==> src/rtl/mult_arbiter.sv <==
`default_nettype none
// ============================================================================
// Module   : mult_arbiter
// Brief    : Round-robin scheduler sharing one W x W sequential multiplier
//            between two requesters. It issues one job at a time over the
//            multiplier's start/ready handshake and returns each product to
//            the requester that owns it.
// Revision : 1.0 - initial release
// ============================================================================
module mult_arbiter #(
    parameter int W = 4
) (
    input  logic             clk,
    input  logic             clr,
    input  logic             req0,
    input  logic             req1,
    input  logic [W-1:0]     a0,
    input  logic [W-1:0]     b0,
    input  logic [W-1:0]     a1,
    input  logic [W-1:0]     b1,
    output logic             ack0,
    output logic             ack1,
    output logic             done0,
    output logic             done1,
    output logic [2*W-1:0]   p0,
    output logic [2*W-1:0]   p1,
    output logic             mul_start,
    output logic [W-1:0]     mul_a,
    output logic [W-1:0]     mul_b,
    input  logic             mul_ready,
    input  logic [2*W-1:0]   mul_product,
    output logic             busy
);

    localparam logic [2:0] c_idle  = 3'd0;
    localparam logic [2:0] c_issue = 3'd1;
    localparam logic [2:0] c_run   = 3'd2;
    localparam logic [2:0] c_wait  = 3'd3;
    localparam logic [2:0] c_done  = 3'd4;

    logic [2:0]     r_state;
    logic           r_owner;
    logic           r_last;
    logic           r_ack0;
    logic           r_ack1;
    logic           r_done0;
    logic           r_done1;
    logic           r_mul_start;
    logic           r_busy;
    logic [W-1:0]   r_mul_a;
    logic [W-1:0]   r_mul_b;
    logic [2*W-1:0] r_p0;
    logic [2*W-1:0] r_p1;

    logic           w_any_req;
    logic           w_sel;

    // Grant selection: a lone requester wins; on a tie the one not served last wins.
    assign w_any_req = req0 | req1;
    assign w_sel     = (req0 & req1) ? ~r_last : req1;

    // Sequencer: arbitration in IDLE, then issue, wait for the multiplier to
    // drop ready (so a stale ready is ignored), capture on ready rising, report.
    always_ff @(posedge clk) begin
        if (clr) begin
            r_state     <= c_idle;
            r_owner     <= 1'b0;
            r_last      <= 1'b1;
            r_ack0      <= 1'b0;
            r_ack1      <= 1'b0;
            r_done0     <= 1'b0;
            r_done1     <= 1'b0;
            r_mul_start <= 1'b0;
            r_busy      <= 1'b0;
            r_mul_a     <= '0;
            r_mul_b     <= '0;
            r_p0        <= '0;
            r_p1        <= '0;
        end else begin
            r_ack0      <= 1'b0;
            r_ack1      <= 1'b0;
            r_done0     <= 1'b0;
            r_done1     <= 1'b0;
            r_mul_start <= 1'b0;
            case (r_state)
                c_idle: begin
                    if (w_any_req) begin
                        r_owner     <= w_sel;
                        r_last      <= w_sel;
                        r_mul_a     <= w_sel ? a1 : a0;
                        r_mul_b     <= w_sel ? b1 : b0;
                        r_mul_start <= 1'b1;
                        r_ack0      <= ~w_sel;
                        r_ack1      <= w_sel;
                        r_busy      <= 1'b1;
                        r_state     <= c_issue;
                    end
                end
                c_issue: begin
                    r_state <= c_run;
                end
                c_run: begin
                    if (!mul_ready) begin
                        r_state <= c_wait;
                    end
                end
                c_wait: begin
                    if (mul_ready) begin
                        if (r_owner) begin
                            r_p1 <= mul_product;
                        end else begin
                            r_p0 <= mul_product;
                        end
                        r_done0 <= ~r_owner;
                        r_done1 <= r_owner;
                        r_state <= c_done;
                    end
                end
                c_done: begin
                    r_busy  <= 1'b0;
                    r_state <= c_idle;
                end
                default: begin
                    r_busy  <= 1'b0;
                    r_state <= c_idle;
                end
            endcase
        end
    end

    assign ack0      = r_ack0;
    assign ack1      = r_ack1;
    assign done0     = r_done0;
    assign done1     = r_done1;
    assign p0        = r_p0;
    assign p1        = r_p1;
    assign mul_start = r_mul_start;
    assign mul_a     = r_mul_a;
    assign mul_b     = r_mul_b;
    assign busy      = r_busy;

endmodule
`default_nettype wire

==> config.mk <==
export PLATFORM = sky130hd
export DESIGN_NAME = mult_arbiter
export DESIGN_NICKNAME = d
export VERILOG_FILES = /design/src/rtl/mult_arbiter.sv
export SDC_FILE = /design/constraint.sdc
export NUM_CORES = 1
export LEC_CHECK = 0
export BUFFER_PORTS_ARGS = -buffer_cell sky130_fd_sc_hd__buf_2
export CAP_MARGIN = 20
export CORE_UTILIZATION = 42
export DETAILED_ROUTE_END_ITERATION = 12
export PLACE_DENSITY_LB_ADDON = 0.05
export SYNTH_ARGS = -nofsm -noshare
export SYNTH_HDL_FRONTEND = slang
export SYNTH_SLANG_ARGS = --single-unit
==> constraint.sdc <==
create_clock -name clk -period 1.5 [get_ports clk]
set_input_delay 0.15 -clock clk [delete_from_list [all_inputs] [get_ports clk]]
set_output_delay 0.15 -clock clk [all_outputs]
set_load 0.02 [all_outputs]
==> results.toml, run 1 <==
[die]
std_cell_rows = 20
io_pins = 59
start_util_pct = 45.6
die_h_um = 60.5
core_mm2 = 0.00315
design.die.area_mm2 = 0.00366
die_w_um = 60.5

[power]
power_density_mw_per_mm2 = 1030
ir_worst_vdd_mv = 0.566
total_power_mw = 1.91
p_leak_nw = 0.957

[grt]
grt_pass1_wl_um = 5000
grt_max_degree = 44
grt.total_usage_pct = 18.9
antenna_found_initial = 0
first_global_vias = 1167
overflow = 0

[setup_path]
crit_type = "register to register"
setup.worst_path.start_class = "register"
critical_path.max_stage_delay_ns = 0.43
end_kind = "register"
cp_max_fo = 8
cp_common_cell = "or3_4"
worst_ep_arrival_time_ns = 1.81
worstPathCellList = "or3_4 -> or3_4 -> a222oi_1"
cp.required_ns = 1.74
slowest_stage = "or3_4"

[synthesis]
syn_avg_cell_area_um2 = 9.71
synth_seq_cells = 35
syn_area_mm2 = 0.00144
ys_seq_area_share_pct = 48.8
netlist-cell-type-count = 27
yosys_warnings = 0
synthCells = 148
synth_fp_nets = 177

[clock_network]
tritoncts = "yes"
clk_latency_ns = 0.34
cts_root_buffer = "clkbuf_4"
cts_made_buffers = 5
ctsLongestPathBuffers = 2
htreeDepth = 2
numClockSinks = 35
hold_buffers = 0
clkTransAtPathRegs_ns = 0.10

[sta]
hold_viol = 0
final_max_slew_viol_count = 0
finClkSkew_ns = 0.00823
setup_slack_ns = -0.0735
period_minus_slack_ns = 1.57
timing.final.crit_share_pct = 105
rsz0062_at_grt = "true"
setup-violations-final = 7
fin_tns_setup_ns = -0.212
worst_pin_slew_ns = 0.354
relSlewSlack_pct = 76.4
max_freq_ghz = 0.636
holdWs_ns = 0.0405

[flow_run]
maxCapViolations = 0

[layout]
fin_cells = 258
syn2layout_area_growth_pct = 29.8
utilization_pct = 59.1
diodes = 0
drive_gt1_share_pct = 36.4
nets = 242
final_area_mm2 = 0.00186

[routing]
finalWirelength_um = 3070
drc_errors = 0
ant_nets = 0
wl_per_cell_um = 11.9
viasPerCell = 4.79
first_iter_violations = 74
vias = 1236
firstDrtPassIters = 4

[place]
dpl.cell_count = 250
place.detailed.hpwl_um = 2210
place_area_mm2 = 0.00181
gp_congestion = 0.759
pre_cts_ws_ns = -0.170
port-buffer-count = 58

[run_status]
failed_checks = "negative setup slack"
status = "complete, but fails checks"

[worst_hold_path]
hold_path.class = "primary input to register"
final cells by class:
class	count	area, um^2
multi-input cells	87	634
well taps	44	55.1
clock inverters	1	5.00
inverters	17	63.8
clock buffers	7	45.0
flip-flops and latches	35	703
fillers	301	1290
repair buffers	67	358
worst max-delay path: cells and delay by family, from the launching register on:
kind	cells	cell delay (ns)
AND/OR/NAND/NOR	2	0.81
AO/OA/AOI/OAI	1	0.33
flip-flops	1	0.33
Yosys cell counts:
cell	n	share of area, %
nand2b_1	35	15
dfxtp_1	35	49
or4b_1	1	0.70
a211o_1	1	0.61
nor2b_1	1	0.44
o21ai_0	2	0.70
nor4_1	1	0.44
o31a_1	1	0.61
buf_2	1	0.35
inv_1	17	4.4
a211oi_1	1	0.52
a221oi_1	1	0.61
a21oi_1	2	0.70
nand2_1	2	0.52
and3_1	2	0.87
buf_6	1	0.78
or3_4	1	0.78
or3_1	1	0.44
clkbuf_1	7	1.8
nor3_1	2	0.70
mux2i_1	16	11
nor2_1	5	1.3
nor4b_1	1	0.61
or3b_1	1	0.61
nor3_2	1	0.70
a222oi_1	7	4.9
nand3_1	2	0.70
registers in the layout, summed over array words and instances, names as in the netlist, 3 cells and up:
signal / count
mul_b: 4
p0: 8
mul_a: 4
p1: 8
r_state: 3
what timing repair did:
item | in CTS | in global routing
gates resized for setup | 2 | 1
setup endpoints to repair | 7 | 8
buffers inserted | 0 | 0
hold endpoints to repair | 0 | 0
pin swaps | 4 | 4
gates cloned | 0 | 0
final timing paths:
check	slack, ns	cells after the start	end	startpoint
worst min register to register	0.48	2	busy$_SDFFE_PP0P_	busy$_SDFFE_PP0P_
worst min-delay path	0.04	3	mul_a[3]$_SDFFE_PP0P_	a1[3]
worst max register to register	-0.07	3	mul_a[0]$_SDFFE_PP0P_	r_state[1]$_SDFFE_PP0P_
worst max-delay path	-0.07	3	mul_a[0]$_SDFFE_PP0P_	r_state[1]$_SDFFE_PP0P_
layout by cell type (no fill, tap or decap), drive strengths merged, types with 2 or more instances in the layout:
master,netlist,layout
and3,2,2
a222oi,7,7
dfxtp,35,35
nand2,2,2
mux2i,16,16
nor2,5,5
or3,2,2
clkbuf,7,7
a21oi,2,2
o21ai,2,2
buf,2,67
nor3,3,3
inv,17,17
nand3,2,2
nand2b,35,35
logic make-up (layout without fill, tap and decap cells):
kind of cell | Yosys count | after routing | share of synthesized area [%]
DFF | 35 | 35 | 48.8
muxes | 16 | 16 | 11.1
AOI/OAI and AO/OA | 15 | 15 | 8.62
buffers and inverters | 26 | 92 | 7.40
and+or+nand+nor | 56 | 56 | 24.0
power breakdown:
| group | internal, mW | switching [mW] |
|---|---|---|
| combinational | 0.179 | 0.211 |
| sequential | 1.00 | 0.0363 |
| clock | 0.182 | 0.305 |
layer usage:
metal	part of all wire, %	vias to the layer above	track usage (%)
li1	-	629	-
met1	45	560	22.3
met2	47	41	31.1
met3	5.9	6	7.04
met4	1.7	0	7.79
met5	0	-	0
Note: power is estimated with default switching activity, not from simulation.
==> inputs of run 2 (changes only) <==
--- a/config.mk
+++ b/config.mk
@@ -7,7 +7,8 @@
 export LEC_CHECK = 0
 export BUFFER_PORTS_ARGS = -buffer_cell sky130_fd_sc_hd__buf_2
 export CAP_MARGIN = 20
-export CORE_UTILIZATION = 42
+export CORE_MARGIN = 2
+export CORE_UTILIZATION = 50
 export DETAILED_ROUTE_END_ITERATION = 12
 export PLACE_DENSITY_LB_ADDON = 0.05
 export SYNTH_ARGS = -nofsm -noshare
==> constraint.sdc (replaced) <==
create_clock -name clk -period 1.98 [get_ports clk]
set_input_delay 0.198 -clock clk [delete_from_list [all_inputs] [get_ports clk]]
set_output_delay 0.198 -clock clk [all_outputs]
set_load 0.02 [all_outputs]
==> run 2 against run 1 <==
Net effect: the flow now finishes without violations; sequential power decreased by 24%; critical path type unchanged; wire length down 5.6%; core utilization grew 6.3 points; cell count is 7.8% lower; critical endpoint is now mul_b[3]$_SDFFE_PP0P_; worst setup slack gained 0.23 ns; clock power is 26% lower; hold slack improved by 0.064 ns; first-iteration DRC count decreased by 45%; fmax fell by 14%.
==> results.toml, run 2 (same netlist as run 1, synthesis figures left out) <==
[run_status]
status = "complete, no violations"

[layout]
nFillCells = 244
final_area_mm2 = 0.00179
syn2layout_area_growth_pct = 24.5
nets = 235
layout_common_cells = "buf_2 (58), nand2b_1 (35), dfxtp_1 (35)"
multi_input_area_um2 = 629
register_area_um2 = 701
drive_gt1_share_pct = 32.9
fin_cells = 238
layout_commonest_cell = "buf_2"
diodes = 0

[die]
start_util_pct = 52.5
design.die.area_mm2 = 0.00332
die_h_um = 57.6
std_cell_rows = 19
core_mm2 = 0.00273
io_pins = 59
die_w_um = 57.6

[routing]
ant_nets = 0
finalWirelength_um = 2900
wl_per_cell_um = 12.2
firstDrtPassIters = 4
first_iter_violations = 41
vias = 1199
drc_errors = 0
viasPerCell = 5.04

[sta]
final_max_slew_viol_count = 0
finClkSkew_ns = 0.0115
worst_pin_slew_ns = 0.503
rsz0062_at_grt = "false"
timing.final.crit_share_pct = 92.3
period_minus_slack_ns = 1.83
relSlewSlack_pct = 66.5
hold_viol = 0
fin_tns_setup_ns = 0
holdWs_ns = 0.104
setup-violations-final = 0
max_freq_ghz = 0.547

[clock_network]
cts_root_buffer = "clkbuf_4"
ctsLongestPathBuffers = 2
htreeDepth = 2
numClockSinks = 35
cts_made_buffers = 5
postCtsSetupRepairBufs = 0
ctsResizeCount = 0
hold_buffers = 0
clk_latency_ns = 0.33
tritoncts = "yes"
clkTransAtPathRegs_ns = 0.10

[grt]
grt_pass1_wl_um = 4740
grt.met1_usage_pct = 20.8
grt.total_usage_pct = 18.7
grt_busiest_layer = "met2"
antenna_found_initial = 0
grt_max_degree = 44
grt_util_met2_pct = 31.7
overflow = 0
grt.met3_usage_pct = 8.16
first_global_vias = 1109

[setup_path]
crit_type = "register to register"
worstPathCellList = "or3_4 -> or3_1 -> a222oi_1"
reg2reg_to = "mul_b[3]$_SDFFE_PP0P_"
setup.worst_path.start_class = "register"
critPathBufInv = 0
r2r-start = "r_state[2]$_SDFFE_PP0P_"
slowest_stage = "or3_1"
end_kind = "register"
startpoint = "r_state[2]$_SDFFE_PP0P_"
crit_family = "simple AND/OR/NAND/NOR gates"
critical_path.max_stage_delay_ns = 0.49
reg2reg_slack_ns = 0.15
cp_max_fo = 10
cp.required_ns = 2.19
rr_worst_depth = 3
worst_ep_arrival_time_ns = 2.03

[place]
port-buffer-count = 58
gp_congestion = 0.813
place.detailed.hpwl_um = 2170
dpl.cell_count = 230
place_area_mm2 = 0.00174

[worst_hold_path]
hold_path.class = "primary input to register"
min_to = "mul_b[1]$_SDFFE_PP0P_"
hold_path_depth = 3
min_from = "b1[1]"

[power]
ir_worst_vdd_mv = 0.642
total_power_mw = 1.41
p_leak_nw = 0.922
power_density_mw_per_mm2 = 791

[flow_run]
maxCapViolations = 0
run 2: changes by cell type in the layout (fill, tap and decap cells not counted):
cell     delta
buf_4       -7
dfxtp_2     -2
or3_4       -1
dfxtp_1     +2
or3_1       +1
run 2: final cells by class:
cell class	instances	share of cell area (%)
Clock buffer	7	2.52
Sequential cell	35	39.2
Multi-Input combinational cell	87	35.2
Clock inverter	1	0.280
Timing Repair Buffer	60	17.1
Tap cell	31	2.17
Inverter	17	3.57
run 2: per-layer routing:
layer / wire, um / up-vias
met5: 0 / -
met4: 38 / 0
met3: 256 / 5
met2: 1420 / 43
met1: 1180 / 536
li1: - / 615
run 2: worst max path at each step:
stage | end | slack (ns) | depth (start not counted)
6_report | mul_b[3]$_SDFFE_PP0P_ | 0.15 | 3
5_1_grt | mul_b[3]$_SDFFE_PP0P_ | 0.04 | 3
4_1_cts | mul_b[3]$_SDFFE_PP0P_ | 0.16 | 3
3_5_place_dp | mul_b[3]$_SDFFE_PP0P_ | 0.20 | 3
3_3_place_gp | mul_b[1]$_SDFFE_PP0P_ | 0.29 | 3
2_1_floorplan | mul_a[0]$_SDFFE_PP0P_ | 0.34 | 5
run 2: metrics by stage:
stage | utilization (%) | setup slack (ns)
5_1_grt | 65.4 | 0.0371
6_report | 65.4 | 0.152
3_3_place_gp | 63.6 | 0.294
2_1_floorplan | - | 0.335
4_1_cts | 65.4 | 0.159
3_5_place_dp | 63.6 | 0.198
run 2: report_power, final:
part | internal, mW | switching (mW) | total, mW | leakage (nW)
sequential | 0.757 | 0.0308 | 0.788 | 0.286
clock | 0.138 | 0.221 | 0.359 | 0.0293
combinational | 0.116 | 0.152 | 0.268 | 0.606
run 2: worst register-to-register path, stage by stage (launching register included):
cell	delay, ns
dfxtp_1	0.41
or3_4	0.43
or3_1	0.49
a222oi_1	0.38
